`src/rtl/ours_fifo_rr_arb.sv`:
```
// ---------------------------------------------------------------------------
// ours_fifo_rr_arb
//
// Several valid/ready producers share one buffered channel. Each cycle a
// round-robin arbiter grants at most one requester. The granted payload,
// tagged with its source index, is pushed into a DEPTH-entry FIFO. A single
// valid/ready consumer drains the FIFO.
//
// Ports:
//   clk        clock; all state updates on the rising edge
//   rst        synchronous reset, active-high
//   arb_en     1 = new grants allowed; 0 = no grants, but draining continues
//   req_valid  per-requester valid            [N_REQ-1:0]
//   req_data   per-requester payload          [N_REQ-1:0][WIDTH-1:0]
//   req_ready  one-hot-or-zero grant          [N_REQ-1:0]
//   out_valid  FIFO holds at least one entry
//   out_data   payload at the head            [WIDTH-1:0]
//   out_src    source index at the head       [SRC_W-1:0]
//   out_ready  consumer accepts the head
//   occupancy  number of stored entries       [CNT_W-1:0]
//   full       occupancy == DEPTH
// ---------------------------------------------------------------------------
module ours_fifo_rr_arb #(
  parameter int N_REQ = 4,
  parameter int WIDTH = 32,
  parameter int DEPTH = 4,
  parameter int SRC_W = $clog2(N_REQ),
  parameter int CNT_W = $clog2(DEPTH + 1)
) (
  input  logic                        clk,
  input  logic                        rst,
  input  logic                        arb_en,
  input  logic [N_REQ-1:0]            req_valid,
  input  logic [N_REQ-1:0][WIDTH-1:0] req_data,
  output logic [N_REQ-1:0]            req_ready,
  output logic                        out_valid,
  output logic [WIDTH-1:0]            out_data,
  output logic [SRC_W-1:0]            out_src,
  input  logic                        out_ready,
  output logic [CNT_W-1:0]            occupancy,
  output logic                        full
);

  // A one-entry FIFO still needs a pointer signal; it simply never moves.
  localparam int PTR_W = (DEPTH > 1) ? $clog2(DEPTH) : 1;

  // Reject illegal configurations while elaborating rather than in silicon.
  if (DEPTH < 1 || (DEPTH & (DEPTH - 1)) != 0) begin : g_bad_depth
    $error("ours_fifo_rr_arb: DEPTH must be 1 or a power of two");
  end
  if (N_REQ < 2 || N_REQ > 16) begin : g_bad_nreq
    $error("ours_fifo_rr_arb: N_REQ must be in 2..16");
  end

  logic [SRC_W-1:0] rr_ptr;
  logic [SRC_W-1:0] grant_idx;
  logic [SRC_W-1:0] rr_ptr_next;
  logic [N_REQ-1:0] eligible;
  logic [N_REQ-1:0] grant;
  logic [SRC_W:0]   scan_idx;
  logic             found;
  logic             push;
  logic             pop;

  logic [PTR_W-1:0] head_ptr;
  logic [PTR_W-1:0] tail_ptr;
  logic [CNT_W-1:0] count;

  logic [WIDTH-1:0] mem_data [DEPTH];
  logic [SRC_W-1:0] mem_src  [DEPTH];

  // Advance a FIFO pointer, wrapping at DEPTH (works for DEPTH=1 too).
  function automatic logic [PTR_W-1:0] ptr_inc(input logic [PTR_W-1:0] p);
    if (p == PTR_W'(DEPTH - 1)) begin
      return '0;
    end
    return p + 1'b1;
  endfunction

  // Grants are never issued while full, even if the head is popped this
  // cycle, so the ready path stays independent of out_ready.
  assign eligible = req_valid & {N_REQ{arb_en & ~full & ~rst}};

  // Round-robin scan starting at rr_ptr; the first eligible index wins.
  // scan_idx is one bit wider so rr_ptr + i cannot overflow before wrapping.
  always_comb begin
    grant     = '0;
    grant_idx = '0;
    found     = 1'b0;
    scan_idx  = '0;
    for (int i = 0; i < N_REQ; i++) begin
      scan_idx = {1'b0, rr_ptr} + (SRC_W + 1)'(i);
      if (scan_idx >= (SRC_W + 1)'(N_REQ)) begin
        scan_idx = scan_idx - (SRC_W + 1)'(N_REQ);
      end
      if (!found && eligible[scan_idx[SRC_W-1:0]]) begin
        found                        = 1'b1;
        grant[scan_idx[SRC_W-1:0]]   = 1'b1;
        grant_idx                    = scan_idx[SRC_W-1:0];
      end
    end
  end

  // The winner moves to lowest priority next time.
  assign rr_ptr_next = (grant_idx == SRC_W'(N_REQ - 1)) ? '0 : grant_idx + 1'b1;

  assign req_ready = grant;
  assign push      = found;
  assign pop       = out_valid & out_ready & ~rst;

  assign out_valid = (count != '0);
  assign full      = (count == CNT_W'(DEPTH));
  assign occupancy = count;
  assign out_data  = mem_data[head_ptr];
  assign out_src   = mem_src[head_ptr];

  // Control state: arbitration pointer, FIFO pointers and entry count.
  always_ff @(posedge clk) begin
    if (rst) begin
      rr_ptr   <= '0;
      head_ptr <= '0;
      tail_ptr <= '0;
      count    <= '0;
    end else begin
      if (push) begin
        rr_ptr   <= rr_ptr_next;
        tail_ptr <= ptr_inc(tail_ptr);
      end
      if (pop) begin
        head_ptr <= ptr_inc(head_ptr);
      end
      if (push && !pop) begin
        count <= count + 1'b1;
      end else if (pop && !push) begin
        count <= count - 1'b1;
      end
    end
  end

  // Payload storage needs no reset; the count decides what is meaningful.
  always_ff @(posedge clk) begin
    if (push) begin
      mem_data[tail_ptr] <= req_data[grant_idx];
      mem_src[tail_ptr]  <= grant_idx;
    end
  end

  // Simulation-only sanity checks on the FIFO and grant invariants.
  a_no_push_full : assert property (@(posedge clk) disable iff (rst) !(push && full));
  a_no_pop_empty : assert property (@(posedge clk) disable iff (rst) !(pop && !out_valid));
  a_grant_onehot : assert property (@(posedge clk) $onehot0(req_ready));
  a_occ_bound    : assert property (@(posedge clk) disable iff (rst) count <= CNT_W'(DEPTH));

endmodule
```
`config.mk`:
```
export PLATFORM = sky130hd
export DESIGN_NAME = ours_fifo_rr_arb
export DESIGN_NICKNAME = d
export VERILOG_FILES = /design/src/rtl/ours_fifo_rr_arb.sv
export SDC_FILE = /design/constraint.sdc
export NUM_CORES = 1
export LEC_CHECK = 0
export ABC_AREA = 0
export BUFFER_PORTS_ARGS = -buffer_cell sky130_fd_sc_hd__buf_2
export CAP_MARGIN = 20
export CORE_MARGIN = 2
export CORE_UTILIZATION = 25
export CTS_BUF_LIST = sky130_fd_sc_hd__clkbuf_2
export DETAILED_ROUTE_END_ITERATION = 7
export PLACE_DENSITY = 0.45
export SLEW_MARGIN = 20
export SYNTH_ARGS = -nofsm -noshare
export SYNTH_HDL_FRONTEND = slang
export SYNTH_SLANG_ARGS = --single-unit
```
`constraint.sdc`:
```
create_clock -name clk -period 3.2 [get_ports clk]
set_clock_uncertainty 0.05 [all_clocks]
set_input_delay 0.32 -clock clk [delete_from_list [all_inputs] [get_ports clk]]
set_output_delay 0.32 -clock clk [all_outputs]
set_load 0.01 [all_outputs]
```
## Word level (Yosys, flattened, before mapping)

Memory sizes are Yosys's and may differ from the RTL's. A register that Yosys moved wholly into a read port is not among the register bits.
Index checks and enable logic that the tools add are counted.

- Bits in registers: 9
- Latch bits: 0
- Bits in writable memories: 136
- ROM bits: 0
- Output and inout port bits: 43
- Logic and storage cells: 114
- Memories: 2

Memory list:

| memory | depth | width | rd ports | clocked after Yosys merged registers in | write ports | RTL line | RTL |
|---|---|---|---|---|---|---|---|
| mem_data | 4 | 32 | 1 | 1 | 1 | 69 | `logic [WIDTH-1:0] mem_data [DEPTH];` |
| mem_src | 4 | 2 | 1 | 1 | 1 | 70 | `logic [SRC_W-1:0] mem_src [DEPTH];` |

- Add/subtract/negate cells: 12
- Multipliers: 0
- Div/mod/pow operators: 0
- $lt $le $gt $ge: 13
- Equal/unequal tests: 4
- Shifts and indexed selects: 0
- Muxes and demuxes: 53
- Bitwise logic cells: 10
- Reductions and logical operators: 16

Operators by type and width:

| kind | number |
|---|---|
| $bmux 32 s2 | 1 |
| $mux 2 | 17 |
| $mux 32 | 1 |
| $mux 1 | 20 |
| $mux 4 | 4 |
| $lt 2x3->1 const B | 5 |
| $or 4x4->4 | 3 |
| $ge 3x3->1 const B | 3 |
| $logic_and 1x1->1 | 9 |
| $bmux 1 s2 | 4 |
| $demux 1 s2 | 4 |
| $ge 2x1->1 const B | 4 |
| $sub 2x1->2 const B | 4 |
| $add 2x1->2 const B | 3 |
| $add 2x2->3 const B | 2 |
| $eq 2x2->1 const B | 3 |
| $mux 3 | 2 |
| $logic_not 1->1 | 5 |
| $and 1x1->1 | 4 |
| $and 4x4->4 | 1 |
| $add 2x1->3 const B | 1 |
| $add 3x1->3 const B | 1 |
| $eq 3x3->1 const B | 1 |
| $ge 2x3->1 const B | 1 |
| other kinds (4) | 5 |

## Logic depth before layout (Yosys ltp)

- Depth after elaboration: 21
- Gate-level depth with buffers: 11

## Least setup slack after synthesis

OpenSTA, ideal clock, no wires.

- Path kind: register to register
- From: register count[0], in the netlist occupancy[0]
- To: memory mem_data[3][0], enable pin
- Setup time: 0.394 ns
- Arrival time: 2.232 ns
- Required time: 2.756 ns
- Setup slack: 0.524 ns
- Cell stages (with the launch flop): 6
- Cell sequence: dfxtp_1 -> nor3b_1 -> nor3b_2 -> o41a_1 -> clkbuf_1 -> and2_1

- Longest elaborated chain between the ends: 19
- Elaborated cells on any way between the ends: 25

Ends and longest elaborated chain:

| item | RTL line | RTL |
|---|---|---|
| from (decl) | 67 | `logic [CNT_W-1:0] count;` |
| from (signal assigned) | 133 | `count <= count + 1'b1;` |
| from (signal assigned) | 135 | `count <= count - 1'b1;` |
| $eq 3x3->1 (*) | 112 | `assign full = (count == CNT_W'(DEPTH));` |
| named net full | 41 | `output logic full` |
| $not 1->1 (*) | 82 | `assign eligible = req_valid & {N_REQ{arb_en & ~full & ~rst}};` |
| $and 1x1->1 (*) (2 in series) | 82 |  |
| $and 4x4->4 (*) | 82 |  |
| $bmux 1 s2 | 96 | `if (!found && eligible[scan_idx[SRC_W-1:0]]) begin` |
| $mux 1 (not written as such) | 96 |  |
| $mux 1 | 96 |  |
| [... 4 more ...] | n/a |  |
| $logic_and 1x1->1 | 96 |  |
| $mux 1 | 96 |  |
| $logic_not 1->1 | 96 |  |
| $logic_and 1x1->1 | 96 |  |
| $mux 1 (*) | 96 |  |
| named net found | 61 | `logic found;` |
| $mux 1 (*) | 142 | `if (push) begin` |
| $mux 1 (not written as such) (*) | 143 | `mem_data[tail_ptr] <= req_data[grant_idx];` |
| to (decl) | 69 |  |

The timed path passes the listed nets; every way through them passes the cells marked *. The select of a mux whose other input is x is not followed.

## Worst setup path in the final report

- From: register rr_ptr[0]
- To: output port req_ready[3]

- Longest elaborated chain between the ends: 14
- Elaborated cells on any way between the ends: 59

Ends and longest elaborated chain:

| item | RTL line | RTL |
|---|---|---|
| from (decl) | 55 | `logic [SRC_W-1:0] rr_ptr;` |
| from (signal assigned) | 126 | `rr_ptr <= rr_ptr_next;` |
| parallel branches: the longest is 13 deep, another holds $add 2x1->3 | n/a |  |
| $mux 4 (*) | 96 |  |
| to (decl) | 35 | `output logic [N_REQ-1:0] req_ready,` |

Every way passes the cells marked *. The select of a mux whose other input is x is not followed.

==> impl_metrics.py <==
metrics = {
    "cts": {
        "numCtsBuffers": 17,
        "cts-root-buf": "clkbuf_2",
        "clock_latency_ns": 0.69,
        "cts_tree": "yes",
        "cts_num_sinks": 147,
        "clkSlewWorstSetupHoldPaths_ns": 0.24,
        "clk_path_buf_depth": 2,
        "ctsHtreeMaxLevel": 4,
    },
    "final_layout": {
        "fin_nets": 750,
        "fillers": 2688,
        "area_growth_pct": 27.5,
        "drive_gt1_frac": 0.470,
        "stdcell_area_um2": 8850,
        "multi_input_area_um2": 2490,
        "ff_latch_area_um2": 4310,
        "post-route-util": 0.327,
    },
    "setup_path": {
        "critPathMaxFanout": 14,
        "crit_type": "flop to output pin",
        "cp-start-kind": "flop",
        "arrival_ns": 2.67,
        "required_ns": 2.83,
        "critPathCaptureType": "output pin",
        "reg2reg_depth": 7,
    },
    "worst_hold_path": {
        "hold_path.class": "primary input to flop",
        "min_path_cells": 3,
    },
    "routing": {
        "ant_nets": 0,
        "wl_met2_um": 8170,
        "first_pass_iters": 4,
        "via_per_inst": 4.34,
        "drt_iter0_drc": 226,
        "routed_wl_um": 16700,
        "drc": 0,
        "wl_met1_um": 7510,
        "wl_per_cell_um": 16.9,
        "top_layer": "met4",
        "wl_met3_um": 897,
        "routed-via-count": 4291,
    },
    "synth": {
        "netlist-cell-type-count": 45,
        "ys_warn_count": 0,
        "ys_seq_area_frac": 0.620,
        "ys_ff_latch": 147,
        "synth_area_per_cell_um2": 17.7,
        "ys_top_cells_by_count": "edfxtp_1, mux2i_1, mux4_2",
        "synth_area_leaders": "edfxtp_1, mux2i_1, mux4_2",
        "synth-main-ff-cell": "edfxtp_1",
        "synth_most_common_cell": "edfxtp_1",
        "synth.net_count": 539,
        "synth.top_cell.area_share": 0.588,
        "syn_area_um2": 6940,
        "synth_top_area_cell": "edfxtp_1",
        "synth_cells": 392,
        "synth-async-reset-ratio": 0,
        "synth-edff-count": 136,
    },
    "sta": {
        "finalHoldViolations": 0,
        "min_period_ns": 3.04,
        "fmax_ghz": 0.329,
        "final-setup-viol-count": 0,
        "fin_crit_sh": 0.950,
        "slew_headroom": 0.542,
        "worstMarginPinSlew_ns": 0.687,
        "rsz0062_at_grt": "true",
        "layout_setup_ws_ns": 0.159,
        "hold-worst-slack_ns": 0.0762,
        "finalMaxSlewViolations": 0,
    },
    "pwr": {
        "seq_power_share": 0.483,
        "combPwrFrac": 0.306,
        "p_int_w": 0.00330,
        "p_sw_frac": 0.318,
        "powerDensity_nw_per_um2": 546,
        "p_clk_frac": 0.212,
        "p_leak_nw": 3.54,
        "ir_drop_v": 0.000259,
        "switching_power_w": 0.00154,
    },
    "run_status": {
        "status": "complete, no violations",
    },
    "floorplan": {
        "start_util": 0.256,
        "ios": 179,
        "core-area_um2": 27100,
        "die_area_um2": 29100,
        "rows": 60,
        "die_x_um": 171,
        "die_h_um": 171,
    },
    "grt": {
        "track_usage": 0.115,
        "grt_max_degree": 41,
        "grt_pass1_wl_um": 24900,
        "first_global_vias": 4554,
        "grt.overflow.total": 0,
        "antenna_found_initial": 1,
    },
    "place": {
        "hpwl_um": 11000,
        "pre_cts_ws_ns": 0.168,
        "post_dp_cell_area_um2": 8350,
        "io_buffers": 178,
        "place.gp.congestion": 0.720,
    },
    "run": {
        "maxCapViolCount": 0,
    },
}
==> cell type report <==
class | count | share of cell area
sequential | 147 | 0.488
multi-input combinational | 216 | 0.281
timing repair buffer | 215 | 0.149
tap | 372 | 0.0526
clock inverter | 14 | 0.0163
clock buffer | 17 | 0.00962
inverter | 6 | 0.00311
antenna | 2 | 0.000566
==> metrics by stage <==
| step | std cells | total power (W) | TNS [ns] |
|---|---|---|---|
| after floorplan | 392 | 0.00329 | 0 |
| after global placement | 932 | 0.00378 | 0 |
| after detailed placement | 932 | 0.00381 | 0 |
| after CTS | 982 | 0.00490 | 0 |
| after global routing | 989 | 0.00512 | -0.111 |
| final | 989 | 0.00483 | 0 |
==> state kept, by name (all words and copies together), names as in the netlist, named ones only <==
register and cells:
tail_ptr 2, rr_ptr 2, head_ptr 2, mem_data 128, mem_src 8, occupancy 3
==> layer usage <==
| layer | vias up | GRT usage |
|---|---|---|
| met3 | 11 | 0.0278 |
| met1 | 2135 | 0.144 |
| met2 | 135 | 0.197 |
| met5 | - | 0 |
| met4 | 0 | 0.0346 |
| li1 | 2010 | - |
==> kinds of logic after synthesis <==
family,count (synthesis),share of synthesized area
AOI/OAI and AO/OA,28,0.0323
xor gates and xnor gates,2,0.00252
adders and majority gates,11,0.0209
buffers and inverters,29,0.0283
DFF,147,0.620
muxes,138,0.266
and+or+nand+nor,37,0.0294
==> final timing paths <==
path / start / to / slack [ns]
min reg2reg: occupancy[2] / occupancy[2] / 0.50
max reg2reg: occupancy[0] / mem_data[3][2] / 0.25
max: rr_ptr[0] / req_ready[3] / 0.16
min: req_data[106] / mem_data[1][10] / 0.08
==> power groups by stage <==
stage                     sequential [W]  clock [W]  combinational (W)
final                            0.00233    0.00102            0.00148
after global routing             0.00235    0.00115            0.00162
after CTS                        0.00234    0.00108            0.00149
after detailed placement         0.00238          0            0.00143
after global placement           0.00237          0            0.00141
after floorplan                  0.00235          0           0.000934
==> critical path: stages, from the launching register on <==
cell and delay (ns):
dfxtp_4 0.42, buf_8 0.15, mux4_2 0.54, and4bb_2 0.29
buf_4 0.15, a221o_1 0.29, buf_2 0.14
==> cell usage in the layout (no fill, tap or decap), types with 3 or more instances in the layout <==
| cell type | n |
|---|---|
| and2_2 | 4 |
| a221o_1 | 4 |
| dlygate4sd3_1 | 17 |
| o21ai_0 | 3 |
| ha_1 | 9 |
| inv_6 | 5 |
| nor2_1 | 15 |
| buf_12 | 8 |
| mux2i_1 | 100 |
| buf_2 | 178 |
| mux4_2 | 37 |
| clkinvlp_4 | 4 |
| a21oi_1 | 4 |
| buf_4 | 11 |
| nor3_1 | 3 |
| inv_1 | 4 |
| clkbuf_2 | 17 |
| a22oi_1 | 4 |
| dfxtp_1 | 7 |
| edfxtp_1 | 136 |
==> timing repair <==
item,4_1_cts,5_1_grt
resized for setup,7,10
hold buffers,16,1
setup endpoints to repair,4,4
buffers inserted,3,4
endpoints found under the hold margin,31,2
pin swaps,1,6
Note: power is estimated with default switching activity, not from simulation.
